==> config.mk <==
export PLATFORM = sky130hd
export DESIGN_NAME = instruction_fetch
export DESIGN_NICKNAME = d
export VERILOG_FILES = /design/src/rtl/instruction_fetch.sv
export SDC_FILE = /design/constraint.sdc
export NUM_CORES = 1
export LEC_CHECK = 0
export BUFFER_PORTS_ARGS = -buffer_cell sky130_fd_sc_hd__buf_2
export CORE_MARGIN = 3
export CORE_UTILIZATION = 48
export DETAILED_ROUTE_END_ITERATION = 8
export MAX_ROUTING_LAYER = met4
export PLACE_DENSITY = 0.79
export SYNTH_ARGS = -nofsm -noshare
export SYNTH_HDL_FRONTEND = slang
export SYNTH_SLANG_ARGS = --single-unit
==> constraint.sdc <==
create_clock -name clk -period 1.8 [get_ports clk]
set_clock_uncertainty 0.2 [all_clocks]
set_input_delay 0.36 -clock clk [delete_from_list [all_inputs] [get_ports clk]]
set_output_delay 0.36 -clock clk [all_outputs]
set_load 0.05 [all_outputs]
==> src/rtl/instruction_fetch.sv <==
// Fetch stage: PC, imem request/valid handshake, instruction register and field decode.
// Optional halt-on-opcode-4'hF support is enabled by defining IFETCH_HALT_EN.
module instruction_fetch #(
  parameter int                  PC_WIDTH = 8,
  parameter logic [PC_WIDTH-1:0] RESET_PC = '0
) (
  input  logic                clk,
  input  logic                reset,
  output logic                imemReq,
  output logic [PC_WIDTH-1:0] imemAddr,
  input  logic [15:0]         imemData,
  input  logic                imemValid,
  input  logic                stall,
  input  logic                jump,
  output logic                instrValid,
  output logic [3:0]          opcode,
  output logic [3:0]          rd,
  output logic [3:0]          rs,
  output logic [3:0]          rt,
  output logic [7:0]          imm,
  output logic [PC_WIDTH-1:0] pcOut,
  output logic                halted
);

  typedef enum logic [1:0] {
    S_FETCH = 2'd0,
    S_WAIT  = 2'd1,
    S_ISSUE = 2'd2,
    S_HALT  = 2'd3
  } state_t;

  state_t              state_q, state_d;
  logic [PC_WIDTH-1:0] pc_q, pc_d;
  logic [PC_WIDTH-1:0] pc_out_q, pc_out_d;
  logic [15:0]         ir_q, ir_d;
  logic                req_q, req_d;
  logic                valid_q, valid_d;
  logic                halted_q, halted_d;
  logic [15:0]         imm_ext;
  logic [PC_WIDTH-1:0] jump_tgt;
  logic                halt_hit;

  // Immediate zero-extended to 16 bits, then cut to the PC width.
  assign imm_ext  = {8'h00, ir_q[7:0]};
  assign jump_tgt = imm_ext[PC_WIDTH-1:0];

`ifdef IFETCH_HALT_EN
  assign halt_hit = (ir_q[15:12] == 4'hF);
`else
  assign halt_hit = 1'b0;
`endif

  always_comb begin
    state_d  = state_q;
    pc_d     = pc_q;
    pc_out_d = pc_out_q;
    ir_d     = ir_q;
    case (state_q)
      // After reset req_q is still low: spend one cycle raising the request.
      S_FETCH: begin
        if (req_q) begin
          state_d = S_WAIT;
        end else begin
          state_d = S_FETCH;
        end
      end
      S_WAIT: begin
        if (imemValid) begin
          ir_d     = imemData;
          pc_out_d = pc_q;
          state_d  = S_ISSUE;
        end else begin
          state_d = S_WAIT;
        end
      end
      S_ISSUE: begin
        if (stall) begin
          state_d = S_ISSUE;
        end else if (halt_hit) begin
          state_d = S_HALT;
        end else if (jump) begin
          pc_d    = jump_tgt;
          state_d = S_FETCH;
        end else begin
          pc_d    = pc_q + PC_WIDTH'(1);
          state_d = S_FETCH;
        end
      end
      S_HALT: begin
        state_d = S_HALT;
      end
      default: begin
        state_d = S_FETCH;
      end
    endcase
    req_d    = (state_d == S_FETCH);
    valid_d  = (state_d == S_ISSUE);
    halted_d = (state_d == S_HALT);
  end

  always_ff @(posedge clk or posedge reset) begin
    if (reset) begin
      state_q  <= S_FETCH;
      pc_q     <= RESET_PC;
      pc_out_q <= '0;
      ir_q     <= 16'h0000;
      req_q    <= 1'b0;
      valid_q  <= 1'b0;
      halted_q <= 1'b0;
    end else begin
      state_q  <= state_d;
      pc_q     <= pc_d;
      pc_out_q <= pc_out_d;
      ir_q     <= ir_d;
      req_q    <= req_d;
      valid_q  <= valid_d;
      halted_q <= halted_d;
    end
  end

  assign imemReq    = req_q;
  assign imemAddr   = pc_q;
  assign instrValid = valid_q;
  assign opcode     = ir_q[15:12];
  assign rd         = ir_q[11:8];
  assign rs         = ir_q[7:4];
  assign rt         = ir_q[3:0];
  assign imm        = ir_q[7:0];
  assign pcOut      = pc_out_q;
  assign halted     = halted_q;

endmodule
# ---- Word-level counts from Yosys, hierarchy flattened
# Cells that the tools add are included.
dict set report totals {
  regBits 37
  latchBits 0
  ram_bits 0
  romBits 0
  in_bits 21
  out_inout_bits 43
  word_cells 23
  n_memories 0
}
dict set report op_classes {
  n_addsub 1
  multipliers 0
  div_mod_pow 0
  n_lt_le_gt_ge 0
  eq_ne 5
  shifts 0
  n_mux 5
  n_bitwise 1
  reduce_logical 4
}
# cell n
set ops {}
lappend ops {{8-bit by 1-bit adder with 8-bit output, second input constant} 1}
lappend ops {{2-bit == test, second input constant} 4}
lappend ops {{8-bit 2-to-1 mux} 1}
lappend ops {{2-bit one-hot mux with 4 select lines} 1}
lappend ops {{2-bit zero test} 2}
lappend ops {{2-bit 2-to-1 mux} 2}
lappend ops {{2-bit AND reduction} 2}
lappend ops {{2-bit by 1-bit == test with 1-bit output, second input constant} 1}
lappend ops {{1-bit 2-to-1 mux} 1}
lappend ops {{1-bit NOT} 1}

# ---- Longest topological paths before layout
# Gate-level depths: netlist (run 1).
dict set report logic_depth {
  ltp_word 3
  ltp_mapped 5
  ltp_nobuf 4
}

# ---- Least setup slack after synthesis (run 1)
# OpenSTA, ideal clock, no wires.
dict set report synth_timing {
  path_type {register -> register}
  startpoint {register pc_q[1], in the netlist imemAddr[1]}
  endpoint {register pc_q[4], in the netlist imemAddr[4]}
  setup_ns 0.121
  arrival_ns 1.412
  required_ns 1.479
  setup_slack_ns 0.067
  path_stages_with_launch 5
  path_buffers 0
  period_less_slack_ns 1.733
  path_cell_list {dfrtp_1 > ha_1 > and3_1 > o21ai_0 > a22o_1}
}
dict set report synth_via {
  elab_chain_cells 2
}
# item line
set synth_rtl {}
lappend synth_rtl {{start: declaration} 33} ;# logic [PC_WIDTH-1:0] pc_q, pc_d;
lappend synth_rtl {{start signal: assignment} 112} ;# pc_q <= pc_d;
lappend synth_rtl {{8-bit by 1-bit adder with 8-bit output} 85} ;# pc_d = pc_q + PC_WIDTH'(1);
lappend synth_rtl {{8-bit 2-to-1 mux} 81} ;# end else if (jump) begin
# Every way passes these cells.
# A chain may end at the register's enable or synchronous reset.

# ---- Worst setup path in the final report (run 1)
dict set report layout_timing {
  startpoint {register pc_q[4], in the netlist imemAddr[4]}
  endpoint {output imemAddr[4]}
}
# item line
set layout_lines {}
lappend layout_lines {{end: declaration} 10} ;# output logic [PC_WIDTH-1:0] imemAddr,
# No word-level cell between the ends.

==> impl_metrics.toml, run 1 <==
[yosys]
synth_top_family_by_area = "multiplexers"
synth_flop_cell = "dfrtp_1"
synth-edff-count = 0
synth_xor_area_share_pct = 0
synthSimpleGateAreaFrac_pct = 12.9
ys_seq_elements = 37
synth_cell_type_count = 35
synth-compound-area-share_pct = 6.88
yosys_warnings = 0
ys_seq_area_share_pct = 55.3
synthAdderAreaFrac_pct = 0.747
syn_nets = 159
syn_area_um2 = 1670
muxShareOfSynthArea_pct = 17.9
synth_cells = 137
syn_avg_cell_area_um2 = 12.2
async_flop_share_pct = 100

[routing]
routed_via_density = 5.09
firstDrtPassIters = 4
drc = 0
antenna_left = 0
totalWireLength_mm = 3.41
vias = 1238
avgRoutedWirePerCell_um = 14.0
drtIter0Drc = 28

[global_route]
grt_overflow_total = 0
grt_pass1_wl_mm = 5.78
grt_max_degree = 38
grt_antenna_before_repair = 0
grt_pass1_vias = 1277
grtUsageTotal_pct = 18.3

[timing]
fin_setup_tns_ns = 0
max_slew.worst_pin.slew_ns = 0.452
finalHoldViolCount = 0
final_max_slew_viol_count = 0
rsz0062_at_grt = "no"
max_freq_mhz = 585
worst_slew_margin_rel_pct = 69.8
min_period_ns = 1.71
fin_crit_sh_pct = 95.0
setup_violations = 0

[floorplan]
fp-row-count = 20
die_h_um = 65.1
die_w_um = 65.1
start_util_pct = 52.7
core-area_um2 = 3180
die_area_um2 = 4230
io_pins = 64

[clocking]
cts.sinks = 37
clk-insertion-delay-late_ns = 0.35
clkSlewWorstSetupHoldPaths_ns = 0.12
cts_buffers = 5
cts_root_buffer = "clkbuf_4"
cts_tree = "yes"
clock_path_buffers = 2
h-tree-depth = 2

[worst_setup_path]
worst-path-max-fanout = 9
slowest_delay_ns = 0.51
critPathTopFamily = "flip-flops"
worst-path-buf-inv = 1
path_class = "flip-flop to output port"
cpMaxStageDelayCell = "dfrtp_1"
arrival_ns = 1.15
critPathRequiredTime_ns = 1.24
cp-end-kind = "output port"
crit_chain = "clkbuf_4"
startpoint_type = "flip-flop"

[finish]
design_area_um2 = 2050
area_growth_pct = 22.2
nets = 220
diodes = 0
n_fill_cell = 276
drive_above_1_share_pct = 51.8

[min_path]
hold_path_class = "input port to flip-flop"

[placed_design]
place_hpwl_mm = 2.51
io_buffers = 63
gp_congestion = 0.766
detailed_place.area_um2 = 1980

[run]
maxCapViolCount = 0

[status]
status = "finished, final reports clean"
state kept, by name (all words and copies together) (netlist names):
signal	flops
instrValid	1
state_q	2
pcOut	8
imemReq	1
imemAddr	8
halted	1
ir_q	16
area by class of cell:
class                      instances  area, um2  share of cell area, %
clock buffer                       6       41.3                   2.02
timing repair buffer              68        358                   17.5
multi-input combinational         83        644                   31.5
inverter                           3       11.3                  0.550
clock inverter                     2       10.0                  0.489
tap                               44       55.1                   2.69
sequential                        37        926                   45.3
layout by cell type, fill, tap and decap left out, drive strengths merged, types with 4 or more instances in the layout:
| cell | netlist | layout |
|---|---|---|
| buf | 13 | 66 |
| dfrtp | 37 | 37 |
| mux2 | 23 | 23 |
| nor2 | 8 | 8 |
| o21ai | 8 | 8 |
| nand2 | 7 | 7 |
| clkbuf | 1 | 7 |
| nand2b | 4 | 4 |
| mux2i | 4 | 4 |
synthesized netlist by cell type (3+ instances only):
cell,instances,share of area (%)
dfrtp_1,37,55
mux2_2,23,15
buf_4,8,3.6
nor2_1,8,1.8
o21ai_0,8,2.4
nand2_1,7,1.6
mux2i_1,4,2.4
nand2b_1,4,1.5
a21oi_1,3,0.90
and3_1,3,1.1
buf_2,3,0.90
inv_1,3,0.67
path summary, 6_finish.rpt:
check | cells after the start | slack, ns | from | to
worst max-delay path | 1 | 0.09 | imemAddr[4]$_DFFE_PP0P_ | imemAddr[4]
worst min-delay path | 2 | 0.03 | imemData[3] | ir_q[3]$_DFFE_PP0P_
worst max register to register | 3 | 0.15 | state_q[0]$_DFF_PP0_ | imemAddr[6]$_DFFE_PP0P_
worst min register to register | 2 | 0.29 | pcOut[5]$_DFFE_PP0P_ | pcOut[5]$_DFFE_PP0P_
max in group asynchronous | 4 | 0.63 | reset | pcOut[6]$_DFFE_PP0P_
min in group asynchronous | 4 | 0.45 | reset | imemAddr[3]$_DFFE_PP0P_
logic make-up (layout without fill, tap and decap cells):
| kind of cell | Yosys count | count (layout) |
|---|---|---|
| AO/OA/AOI/OAI | 18 | 18 |
| adder cells (fa/ha/maj) | 1 | 1 |
| buffers and inverters | 17 | 79 |
| flip-flops | 37 | 37 |
| multiplexers | 27 | 27 |
| AND/OR/NAND/NOR | 37 | 37 |
metrics by stage:
stage | setup WS [ns] | utilization, % | hold WS (ns) | std cells
3_3_place_gp | 0.149 | 62.3 | 0.264 | 234
2_1_floorplan | 0.0668 | - | 0.311 | 137
4_1_cts | 0.0590 | 64.2 | 0.0217 | 243
6_report | 0.0903 | 64.4 | 0.0257 | 243
5_1_grt | 0.00893 | 64.4 | 0.0126 | 243
3_5_place_dp | 0.0867 | 62.3 | 0.275 | 234
repair_timing:
item	in CTS	in global routing
hold endpoints to repair	37	0
hold buffers	1	0
resized for setup	0	2
buffers inserted	0	0
setup endpoints to repair	0	2
metal layers:
layer | track usage [%] | vias up | routed length (um) | part of all wire [%]
met5 | - | - | 0 | 0
met4 | 7.77 | 0 | 53 | 1.6
met3 | 4.33 | 5 | 184 | 5.4
met2 | 32.2 | 35 | 1840 | 54
met1 | 19.6 | 598 | 1330 | 39
li1 | - | 600 | - | -
Power of run 1 is not shown: default switching activity piles up to over one toggle a cycle in this logic, so the estimate is an artifact.
==> inputs of run 2 (changes only) <==
--- a/config.mk
+++ b/config.mk
@@ -8,6 +8,7 @@
 export BUFFER_PORTS_ARGS = -buffer_cell sky130_fd_sc_hd__buf_2
 export CORE_MARGIN = 3
 export CORE_UTILIZATION = 48
+export CTS_CLUSTER_SIZE = 8
 export DETAILED_ROUTE_END_ITERATION = 8
 export MAX_ROUTING_LAYER = met4
 export PLACE_DENSITY = 0.79
==> constraint.sdc (replaced) <==
create_clock -name clk -period 1.6 [get_ports clk]
set_clock_uncertainty 0.2 [all_clocks]
set_input_delay 0.32 -clock clk [delete_from_list [all_inputs] [get_ports clk]]
set_output_delay 0.32 -clock clk [all_outputs]
set_load 0.05 [all_outputs]
==> run 2 against run 1 <==
Against the previous run:
- sequential share of layout area down 2.5 points
- sequential cell count stayed put
- highest routed layer unchanged
- worst hold slack lost 0.015 ns
- critical path depth up 2
- largest cell class unchanged
==> impl_metrics.toml, run 2 (synthesis gave the netlist of run 1 again) <==
[timing]
worst_slew_margin_rel_pct = 78.2
fin_crit_sh_pct = 97.6
setup_violations = 0
final_max_slew_viol_count = 0
max_slew.worst_pin.slew_ns = 0.327
rsz0062_at_grt = "yes"
min_period_ns = 1.56
finalHoldViolCount = 0
max_freq_mhz = 640

[min_path]
hold_path_class = "input port to flip-flop"
hold_start = "imemData[11]"
worstHoldEndpoint = "ir_q[11]$_DFFE_PP0P_"
min_delay_path_depth = 2

[worst_setup_path]
worst-path-max-fanout = 8
slowest_delay_ns = 0.47
cpMaxStageDelayCell = "dfrtp_2"
rr_startpoint = "state_q[0]$_DFF_PP0_"
crit_path_start = "state_q[0]$_DFF_PP0_"
critPathRequiredTime_ns = 1.62
r2r-end = "imemAddr[2]$_DFFE_PP0P_"
cp-end-kind = "flip-flop"
crit_top_cell = "o21ai_0"
r2r.worst_path.cells = 3
startpoint_type = "flip-flop"
arrival_ns = 1.58
reg2reg_slack_ns = 0.04
crit_chain = "or3b_4 > o21ai_0 > o21ai_0"
path_class = "flip-flop to flip-flop"
cp.depth = 3
worst-path-buf-inv = 0
critPathTopFamily = "flip-flops"

[finish]
regMostFlops = "ir_q"
diodes = 0
area_growth_pct = 30.6
drive_above_1_share_pct = 55.1
largest_reg_flops = 16
fin_cells = 251
nets = 228
final_common_cell = "buf_2"
final_cell_mix = "buf_2, dfrtp_1, mux2_2"

[routing]
drc = 0
antenna_left = 0
vias = 1318
firstDrtPassIters = 5
routed_via_density = 5.25
totalWireLength_mm = 3.73
avgRoutedWirePerCell_um = 14.9
drtIter0Drc = 36

[clocking]
clkSlewWorstSetupHoldPaths_ns = 0.11
clock_path_buffers = 2
cts_setup_buffers = 0
cts_buffers = 5
cts.sinks = 37
clk-insertion-delay-late_ns = 0.34
cts_tree = "yes"
h-tree-depth = 2
cts_root_buffer = "clkbuf_4"

[floorplan]
die_h_um = 65.1
io_pins = 64
core-area_um2 = 3180
die_area_um2 = 4230
start_util_pct = 52.7
die_w_um = 65.1
fp-row-count = 20

[run]
maxCapViolCount = 0

[global_route]
grt_max_degree = 21
grt_pass1_wl_mm = 5.95
grt_pass1_vias = 1276
grt_overflow_total = 0
grtUsageTotal_pct = 19.1
grt_antenna_before_repair = 0

[placed_design]
dp.cells = 235
io_buffers = 63
gp_congestion = 0.754
place_hpwl_mm = 2.79

[status]
status = "finished, final reports clean"
-- run 2: final cells by class --
type,instances,area (um2)
Fill cell,249,992
Tap cell,44,55.1
Clock buffer,7,65.1
Timing Repair Buffer,76,463
Clock inverter,1,5.00
Inverter,3,11.3
Multi-Input combinational cell,83,652
Sequential cell,37,935
-- run 2: routing by layer --
layer | vias up | global-route usage [%] | share of wire [%]
met5 | - | - | 0
met4 | 0 | 7.51 | 1.9
met3 | 6 | 3.64 | 4.8
met2 | 47 | 33.6 | 56
met1 | 646 | 21.4 | 38
li1 | 619 | - | -
-- run 2: repair_timing --
action | in CTS | in global routing
hold endpoints to repair | 43 | 1
pin swaps | 0 | 1
hold buffers | 7 | 1
setup endpoints to repair | 6 | 8
resized for setup | 7 | 7
-- run 2: through the flow --
step | hold slack, ns | util (%) | worst slack (ns) | cell area, um2 | setup TNS [ns]
finish | 0.0103 | 68.8 | 0.0383 | 2190 | 0
global route | 0.000785 | 68.8 | -0.00105 | 2190 | -0.00105
CTS | 0.000525 | 68.0 | 0.00900 | 2160 | 0
detailed placement | 0.173 | 63.1 | -0.0125 | 2000 | -0.0125
global placement | 0.163 | 63.1 | 0.0528 | 2000 | 0
floorplan | 0.271 | - | 0.0164 | 1690 | 0
-- run 2: how the worst max path moves through the flow --
stage | slack (ns) | to
final | 0.04 | imemAddr[2]$_DFFE_PP0P_
after detailed placement | -0.01 | imemAddr[2]$_DFFE_PP0P_
after floorplan | 0.02 | imemAddr[5]$_DFFE_PP0P_
after global placement | 0.05 | imemAddr[2]$_DFFE_PP0P_
after CTS | 0.009 | imemAddr[2]
after global routing | -0.001 | imm[1]
-- run 2: worst register-to-register path, delay by kind of cell, from the launching register on --
| family | cells | cell delay [ns] |
|---|---|---|
| flip-flops | 1 | 0.47 |
| AND/OR/NAND/NOR | 1 | 0.47 |
| AO/OA/AOI/OAI | 2 | 0.30 |
Power of run 2 is left out for the same reason.
==> inputs of run 3 (changes only) <==
--- a/config.mk
+++ b/config.mk
@@ -7,11 +7,12 @@
 export LEC_CHECK = 0
 export BUFFER_PORTS_ARGS = -buffer_cell sky130_fd_sc_hd__buf_2
 export CORE_MARGIN = 3
-export CORE_UTILIZATION = 48
-export CTS_CLUSTER_SIZE = 8
+export CORE_UTILIZATION = 50
+export CTS_BUF_LIST = sky130_fd_sc_hd__clkbuf_4 sky130_fd_sc_hd__clkbuf_8
+export CTS_CLUSTER_SIZE = 14
 export DETAILED_ROUTE_END_ITERATION = 8
 export MAX_ROUTING_LAYER = met4
-export PLACE_DENSITY = 0.79
+export PLACE_DENSITY = 0.81
 export SYNTH_ARGS = -nofsm -noshare
 export SYNTH_HDL_FRONTEND = slang
 export SYNTH_SLANG_ARGS = --single-unit
==> run 3 against run 2 <==
Against the previous run:
- clock-buffer cell count is 2 lower
- first-iteration DRC count is 8.3% lower
- core utilization is 4.7 points higher
- setup slack better by 0.018 ns
- sequential cell count stayed put
- largest cell class unchanged
- highest routed layer unchanged
==> impl_metrics.toml, run 3 (synthesis gave the netlist of run 1 again) <==
[clocking]
clkSlewWorstSetupHoldPaths_ns = 0.11
clk-insertion-delay-late_ns = 0.34
cts_buffers = 5
cts.sinks = 37
cts_tree = "yes"
h-tree-depth = 2
cts_root_buffer = "clkbuf_4"
clock_path_buffers = 2

[worst_setup_path]
path_class = "flip-flop to output port"
worst-path-buf-inv = 1
critPathRequiredTime_ns = 1.08
r2r-end = "imemAddr[5]$_DFFE_PP0P_"
arrival_ns = 1.02
cpMaxStageDelayCell = "dfrtp_1"
crit_path_start = "ir_q[6]$_DFFE_PP0P_"
r2r.worst_path.cells = 4
rr_startpoint = "state_q[0]$_DFF_PP0_"
startpoint_type = "flip-flop"
critPathCapture = "imm[6]"
crit_chain = "clkbuf_4"
slowest_delay_ns = 0.42
cp-end-kind = "output port"
critPathTopFamily = "flip-flops"
cp.depth = 1
reg2reg_slack_ns = 0.09
worst-path-max-fanout = 4

[finish]
area_growth_pct = 37.2
final_cell_mix = "buf_2, dfrtp_1, mux2_2"
nets = 236
seq_area_um2 = 938
drive_above_1_share_pct = 54.4
n_fill_cell = 229
regMostFlops = "ir_q"
diodes = 0
largest_reg_flops = 16
multi_input_area_um2 = 653
final_common_cell = "buf_2"

[global_route]
grtUsageTotal_pct = 20.6
grt_antenna_before_repair = 0
grt_util_met3_pct = 7.21
grt_use_met1_pct = 22.1
grt_max_degree = 38
grtUsageMet2_pct = 33.9
grt_pass1_vias = 1387
grt_pass1_wl_mm = 6.20
grt.busiest_layer = "met2"
grt_overflow_total = 0

[timing]
min_period_ns = 1.54
fin_crit_sh_pct = 96.5
max_slew.worst_pin.slew_ns = 0.450
setup_violations = 0
finalHoldViolCount = 0
max_freq_mhz = 648
worst_slew_margin_rel_pct = 70.0
whs_ns = 0.0325
final_max_slew_viol_count = 0

[routing]
routed_via_density = 5.10
totalWireLength_mm = 3.67
antenna_left = 0
avgRoutedWirePerCell_um = 14.2
firstDrtPassIters = 4
drc = 0
vias = 1322
drtIter0Drc = 33

[floorplan]
die_w_um = 63.9
core-area_um2 = 3130
die_area_um2 = 4080
start_util_pct = 53.5
die_h_um = 63.9
io_pins = 64
fp-row-count = 20

[min_path]
hold_start = "imemData[2]"
hold_path_class = "input port to flip-flop"

[status]
status = "finished, final reports clean"

[placed_design]
gp_congestion = 0.784
place_hpwl_mm = 2.40
io_buffers = 63

[run]
maxCapViolCount = 0
[run 3: cell count changes in the layout (fill, tap and decap cells not counted), moves of 2 or more]
cell	change
buf_2	-15
buf_4	+2
clkbuf_4	+12
clkbuf_8	-2
dfrtp_1	-3
dfrtp_2	+3
dlygate4sd3_1	+8
[run 3: what timing repair did]
item | in CTS | in global routing
cloned | 0 | 0
resized for setup | 8 | 28
buffers inserted | 0 | 1
setup endpoints to repair | 7 | 25
hold endpoints to repair | 50 | 2
pin swaps | 0 | 1
hold buffers | 14 | 2
[run 3: area by class of cell]
type                            count  area share (%)
Sequential cell                    37            40.8
Inverter                            3           0.490
Clock inverter                      3           0.763
Tap cell                           44            2.40
Timing Repair Buffer               84            25.4
Multi-Input combinational cell     83            28.4
Clock buffer                        5            1.63
[run 3: layer usage]
metal	share of wire [%]	vias to the layer above
met5	0	-
met4	1.8	0
met3	5.6	7
met2	52	51
met1	40	637
li1	-	627
[run 3: per-stage QoR]
| stage | instance area, um2 | util (%) | instances | TNS, ns | setup slack, ns |
|---|---|---|---|---|---|
| 2_1_floorplan | 1690 | - | 137 | 0 | 0.0164 |
| 3_3_place_gp | 2000 | 63.8 | 234 | 0 | 0.0578 |
| 3_5_place_dp | 2000 | 63.8 | 234 | -0.0176 | -0.0176 |
| 4_1_cts | 2210 | 70.7 | 256 | 0 | 0.00415 |
| 5_1_grt | 2300 | 73.4 | 259 | -0.0378 | -0.0216 |
| 6_report | 2300 | 73.4 | 259 | 0 | 0.0565 |
[run 3: worst min-delay path by stage]
stage          cells after the start                    to  slack (ns)
2_1_floorplan                      1  ir_q[15]$_DFFE_PP0P_        0.27
3_3_place_gp                       3  ir_q[13]$_DFFE_PP0P_        0.24
3_5_place_dp                       3  ir_q[13]$_DFFE_PP0P_        0.25
4_1_cts                            2   ir_q[9]$_DFFE_PP0P_       0.003
5_1_grt                            2   ir_q[2]$_DFFE_PP0P_       0.007
6_report                           2   ir_q[2]$_DFFE_PP0P_        0.03
Power of run 3 is left out for the same reason.
